--- src/rtl/jk_excitation_driver.sv ---
// Converts a requested target word into J/K excitation for a bank of W JK flops, tracking the bank in a shadow.
// Optional build macro VERIFY_EN: check bank readback i_q against the shadow in DONE and raise a sticky o_err.
module jk_excitation_driver #(
  parameter int W          = 4,
  parameter int SETTLE     = 1,
  parameter int USE_TOGGLE = 1
) (
  input  logic         i_clk,
  input  logic         i_rst_n,
  input  logic [W-1:0] i_tgt,
  input  logic         i_valid,
  output logic         o_ready,
  input  logic         i_init,
  output logic [W-1:0] o_j,
  output logic [W-1:0] o_k,
  output logic         o_busy,
  output logic         o_done,
  output logic [W-1:0] o_shadow,
  input  logic [W-1:0] i_q,
  output logic         o_err
);

  typedef enum logic [1:0] {
    S_IDLE,
    S_DRIVE,
    S_SETTLE,
    S_DONE
  } state_t;

  localparam logic [3:0] SETTLE_LAST = (SETTLE > 0) ? 4'(SETTLE - 1) : 4'd0;

  state_t       state_q, state_d;
  logic [W-1:0] j_q, j_d;
  logic [W-1:0] k_q, k_d;
  logic [W-1:0] shadow_q, shadow_d;
  logic [3:0]   cnt_q, cnt_d;
  logic         err_q, err_d;
  logic [W-1:0] diff;

  always_ff @(posedge i_clk or negedge i_rst_n) begin
    if (!i_rst_n) begin
      state_q  <= S_IDLE;
      j_q      <= '0;
      k_q      <= '0;
      shadow_q <= '0;
      cnt_q    <= '0;
      err_q    <= 1'b0;
    end else begin
      state_q  <= state_d;
      j_q      <= j_d;
      k_q      <= k_d;
      shadow_q <= shadow_d;
      cnt_q    <= cnt_d;
      err_q    <= err_d;
    end
  end

  always_comb begin
    state_d  = state_q;
    j_d      = j_q;
    k_d      = k_q;
    shadow_d = shadow_q;
    cnt_d    = cnt_q;
    err_d    = err_q;
    diff     = i_tgt ^ shadow_q;

    case (state_q)
      S_IDLE: begin
        // Init wins over a simultaneous request: force every flop to reset.
        if (i_init) begin
          j_d      = '0;
          k_d      = '1;
          shadow_d = '0;
          state_d  = S_DRIVE;
        end else if (i_valid) begin
          shadow_d = i_tgt;
          if (diff == '0) begin
            state_d = S_DONE;
          end else begin
            state_d = S_DRIVE;
            if (USE_TOGGLE != 0) begin
              j_d = diff;
              k_d = diff;
            end else begin
              j_d = diff & i_tgt;
              k_d = diff & ~i_tgt;
            end
          end
        end
      end
      S_DRIVE: begin
        j_d     = '0;
        k_d     = '0;
        cnt_d   = SETTLE_LAST;
        state_d = (SETTLE == 0) ? S_DONE : S_SETTLE;
      end
      S_SETTLE: begin
        if (cnt_q == 4'd0) begin
          state_d = S_DONE;
        end else begin
          cnt_d = cnt_q - 4'd1;
        end
      end
      S_DONE: begin
        state_d = S_IDLE;
`ifdef VERIFY_EN
        if (i_q != shadow_q) begin
          err_d = 1'b1;
        end
`endif
      end
      default: begin
        state_d = S_IDLE;
      end
    endcase
  end

`ifndef VERIFY_EN
  logic unused_q;
  assign unused_q = ^i_q;
`endif

  assign o_j      = j_q;
  assign o_k      = k_q;
  assign o_shadow = shadow_q;
  assign o_ready  = (state_q == S_IDLE);
  assign o_busy   = (state_q != S_IDLE);
  assign o_done   = (state_q == S_DONE);
  assign o_err    = err_q;

endmodule

--- config.mk ---
export PLATFORM = sky130hd
export DESIGN_NAME = jk_excitation_driver
export DESIGN_NICKNAME = d
export VERILOG_FILES = /design/src/rtl/jk_excitation_driver.sv
export SDC_FILE = /design/constraint.sdc
export NUM_CORES = 1
export LEC_CHECK = 0
export BUFFER_PORTS_ARGS = -buffer_cell sky130_fd_sc_hd__buf_2
export CORE_MARGIN = 2
export CORE_UTILIZATION = 55
export DETAILED_ROUTE_END_ITERATION = 10
export GPL_TIMING_DRIVEN = 0
export MAX_ROUTING_LAYER = met4
export PLACE_DENSITY = 0.92
export REMOVE_ABC_BUFFERS = 1
export SLEW_MARGIN = 15
export SYNTH_ARGS = -nofsm -noshare
export SYNTH_HDL_FRONTEND = slang
export SYNTH_SLANG_ARGS = --single-unit
--- constraint.sdc ---
create_clock -name i_clk -period 2.8 [get_ports i_clk]
set_input_delay 0.56 -clock i_clk [delete_from_list [all_inputs] [get_ports i_clk]]
set_output_delay 0.56 -clock i_clk [all_outputs]
set_load 0.05 [all_outputs]
### Yosys cells after proc, flatten, opt, wreduce, memory -nomap -nowiden

Cells that the tools add are included.

| operators by class | value |
|---|---|
| add/subtract/negate cells | 1 |
| multiply operators | 0 |
| divide/modulo/power cells | 0 |
| magnitude comparators | 0 |
| equality and inequality tests | 7 |
| shift-type cells | 0 |
| multiplexer cells | 15 |
| bitwise operators | 1 |
| reduce and logical (&&, ||, !) cells | 11 |

Operators by type and width:

| operator | count |
|---|---|
| two-way mux 4 bit | 7 |
| case mux 4 bit (2 select lines) | 3 |
| zero test 4 bit | 2 |
| two-way mux 2 bit | 4 |
| case mux 2 bit (4 select lines) | 1 |
| nonzero test 2 bit | 4 |
| AND reduction 2 bit | 3 |
| equality test 2 bit, second input constant | 2 |
| inequality test 2 bit, second input constant | 2 |
| subtractor 4 x 1 -> 4 bit, second input constant | 1 |
| bitwise XOR 4 bit | 1 |
| inequality test 3 x 2 -> 1 bit, second input constant | 1 |
| inequality test 3 bit, second input constant | 1 |
| AND reduction 3 bit | 1 |
| equality test 2 x 1 -> 1 bit, second input constant | 1 |
| zero test 2 bit | 1 |

| storage, ports and cells | value |
|---|---|
| register bits after elaboration | 18 |
| bits in latches | 0 |
| memory bits (writable) | 0 |
| memory bits (read-only) | 0 |
| bits of input ports | 12 |
| output and inout bits | 16 |
| logic and storage cells | 40 |
| memories kept | 0 |

### Depth between registers and ports, before layout

| logic depth | value |
|---|---|
| depth in word-level cells | 6 |
| gate-level depth with buffers | 7 |
| depth with buffers taken out | 6 |

### Worst setup path before layout

No wires, ideal clock.

| path | value |
|---|---|
| path type | register to register |
| start | reg state_q[0] |
| end | reg k_q[2] (netlist: o_k[2]) |
| library setup time | 0.118 ns |
| data arrival time | 1.840 ns |
| data required time | 2.682 ns |
| path slack | 0.842 ns |
| stages on the path, launching flop included | 7 |
| buffers on the path | 0 |
| period minus slack after synthesis | 1.958 ns |
| path through | dfrtp_1 inv_1 ha_1 inv_2 a211oi_1 nor3_1 a21o_1 |

| between the ends | value |
|---|---|
| cells in the longest elaborated chain, start to end | 3 |
| elaborated cells on any way between the ends | 7 |
| those cells by class | 3 x eq/ne; 1 x mux; 3 x reduce/logical |

RTL lines:

| element | RTL line | RTL |
|---|---|---|
| start, declared | 32 | `state_t state_q, state_d;` |
| start signal, assigned | 49 | `state_q <= state_d;` |
| zero test 2 bit * | - |  |
| net o_ready | 12 | `output logic o_ready,` |
| inequality test 3 bit (no source line) (tied with other cells) | - |  |
| AND reduction 3 bit (no source line) | - |  |
| end signal, assigned | 51 | `k_q <= k_d;` |
| end, declared | 34 | `logic [W-1:0] k_q, k_d;` |

The timed path passes the listed nets; every way through them passes the cells marked *.
A chain may end at the register's enable or synchronous reset.

### Worst setup path in the final report

| path | value |
|---|---|
| start | reg state_q[1] |
| end | out o_busy |

| between the ends | value |
|---|---|
| cells in the longest elaborated chain, start to end | 1 |

RTL lines:

| element | RTL line | RTL |
|---|---|---|
| nonzero test 2 bit | 127 | `assign o_busy = (state_q != S_IDLE);` |
| end, declared | 16 | `output logic o_busy,` |

Every way passes these cells.

==> results.toml <==
[floorplan]
die_h_um = 47.5
rows = 15
die_area_mm2 = 0.00226
initial_core_util = 0.597
num_io_pins = 28
die_x_um = 47.5
fp.coreArea_mm2 = 0.00175

[clocking]
tritoncts.num_buffers = 3
clk_latency_ns = 0.30
clkTransAtPathRegs_ns = 0.10
cts_tree = "done"
clockRootBuffer = "clkbuf_4"
htree_levels = 1
cts_repair_resize_count = 0
postCtsHoldBufs = 0
post_cts_buffers = 0
clockBufferDepth = 2
cts.sinks = 18

[synthesis]
synth.top_cell.area_share = 0.432
async_flop_share = 1.00
syn-cell-area_mm2 = 0.00104
yosys_warnings = 0
synthCells = 107
synth-seq-area-share = 0.432
ys.flop_type = "dfrtp_1"
avgSynthCellArea_um2 = 9.74
synthTopCellsByArea = "dfrtp_1, ha_1, xor2_1"
synth-edff-count = 0
synth_largest_area_cell = "dfrtp_1"
ys_seq_elements = 18
synth_cell_type_count = 29

[grt]
first_global_vias = 766
grt_pass1_wl_um = 3150
track_usage = 0.207
antenna_found_initial = 0
grt_max_degree = 19
gr-total-overflow = 0

[timing]
fin_skew_ns = 0.00267
hold_viol = 0
maxSlewHeadroom = 0.598
post-route-period-util = 0.867
maxSlewViolCount = 0
setup_viol = 0
grt_setup_unrepaired = "no"
finalSetupTns_ns = 0
worstMarginPinSlew_ns = 0.603
fmax_mhz = 412
period_minus_slack_ns = 2.43

[critical_path]
critPathCaptureType = "primary output"
start_kind = "flip-flop"
worstRegToRegCells = 6
r2r_end = "state_q[0]"
crit_path_cell_trace = "inv_1, ha_1, inv_2, buf_2"
cp_slowest_cell = "ha_1"
path_buf_inv = 3
crit_type = "flip-flop to primary output"
crit_arrival_ns = 1.87
startpoint = "state_q[1]"
r2r-start = "state_q[1]"
cp_top_family = "buffers and inverters"
cp_max_fo = 14
slowest_delay_ns = 0.56
cp.required_ns = 2.24
reg2reg_slack_ns = 0.92

[drt]
first_pass_iters = 4
totalWireLength_um = 1990
drt-initial-drc-count = 19
drc_errors = 0
wl_per_cell_um = 13.0
vias = 861
vias_per_cell = 5.63
ant_nets = 0

[status]
status = "completed"

[final_layout]
layout.cells.non_filler = 153
nNetsFinal = 149
area_growth_pct = 13.0
drive_gt1_frac = 0.234
utilization = 0.675
antenna_cells = 0

[placement]
placed_cells = 150
gp_congestion = 0.787
post-dp-hpwl_um = 1500
port_buffers = 22

[power_and_ir_drop]
p_leak_nw = 0.586
ir_drop_uv = 844
powerDensity_mw_per_mm2 = 1250

[worst_hold_path]
min_path_type = "input pin to async pin"

[job]
drv_cap = 0
==> sequential cells by signal, indices dropped and copies added (netlist names) <==
name and flops:
o_k 4, o_j 4, state_q 2, o_shadow 4, cnt_q 4
==> through the flow <==
stage                     cell area [um^2]  hold WS, ns  setup slack, ns  power [mW]
after detailed placement              1150        0.505            0.747        1.34
after floorplan                       1010        0.264            0.654        1.15
after CTS                             1180        0.184            0.406        1.47
final                                 1180        0.171            0.373        1.47
after global placement                1150        0.490            0.788        1.32
after global routing                  1180        0.199            0.302        1.55
==> layout by cell type, fill, tap and decap left out, types with 6 or more instances in the layout <==
cell type,synthesis,layout
a31oi_1,6,6
nor2_1,7,7
ha_1,7,7
o21ai_0,6,6
dfrtp_1,18,18
nor2b_1,6,6
xor2_1,6,6
nand2_1,7,7
buf_2,2,22
inv_1,8,8
==> cell usage after synthesis (2+ instances only) <==
cell type / count
a21o_1: 3
a31oi_1: 6
a21oi_1: 3
buf_2: 2
nand3_1: 4
inv_1: 8
dfrtp_1: 18
o21ai_0: 6
nor2b_1: 6
nor3_1: 5
nor2_1: 7
xor2_1: 6
o2bb2ai_1: 5
ha_1: 7
nand2_1: 7
==> final cells by class <==
class,count,area [um^2]
Fill cell,149,568
Multi-Input combinational cell,76,529
Sequential cell,18,450
Clock buffer,3,22.5
Timing Repair Buffer,22,110
Tap cell,25,31.3
Inverter,9,33.8
==> cells by family after synthesis <==
logic type	Yosys count	share of synthesized area
and+or+nand+nor	33	0.169
xor gates and xnor gates	6	0.0504
adders and majority gates	7	0.0840
muxes	1	0.00960
AOI/OAI and AO/OA	28	0.191
other	1	0.00360
DFF	18	0.432
buffers and inverters	13	0.0600
==> worst max-delay path by stage <==
stage / depth (start not counted) / endpoint / slack [ns]
after CTS: 4 / o_busy / 0.41
after detailed placement: 4 / o_busy / 0.75
after global placement: 4 / o_busy / 0.79
after global routing: 4 / o_busy / 0.30
after floorplan: 6 / o_k[2] / 0.65
final: 4 / o_busy / 0.37
==> routing by layer <==
layer  GRT usage  up-vias  part of all wire
met5           -        -                 0
met4       0.114        0             0.028
met3      0.0226        7             0.053
met2       0.341       31              0.49
met1       0.247      409              0.43
li1            -      414                 -
==> worst register-to-register path, cell delays in order, from the launching register on <==
cell,delay (ns)
dfrtp_1,0.42
inv_1,0.12
ha_1,0.56
nand2b_4,0.11
nor2_1,0.26
a21oi_1,0.11
o32a_1,0.19
==> power breakdown <==
group | leakage, nW | internal, mW | switching [mW] | total, mW
clock | 0.0138 | 0.0502 | 0.0783 | 0.129
combinational | 0.335 | 0.267 | 0.649 | 0.917
sequential | 0.237 | 0.349 | 0.0739 | 0.423
total | 0.586 | 0.666 | 0.801 | 1.47
(Power assumes the default switching activity.)
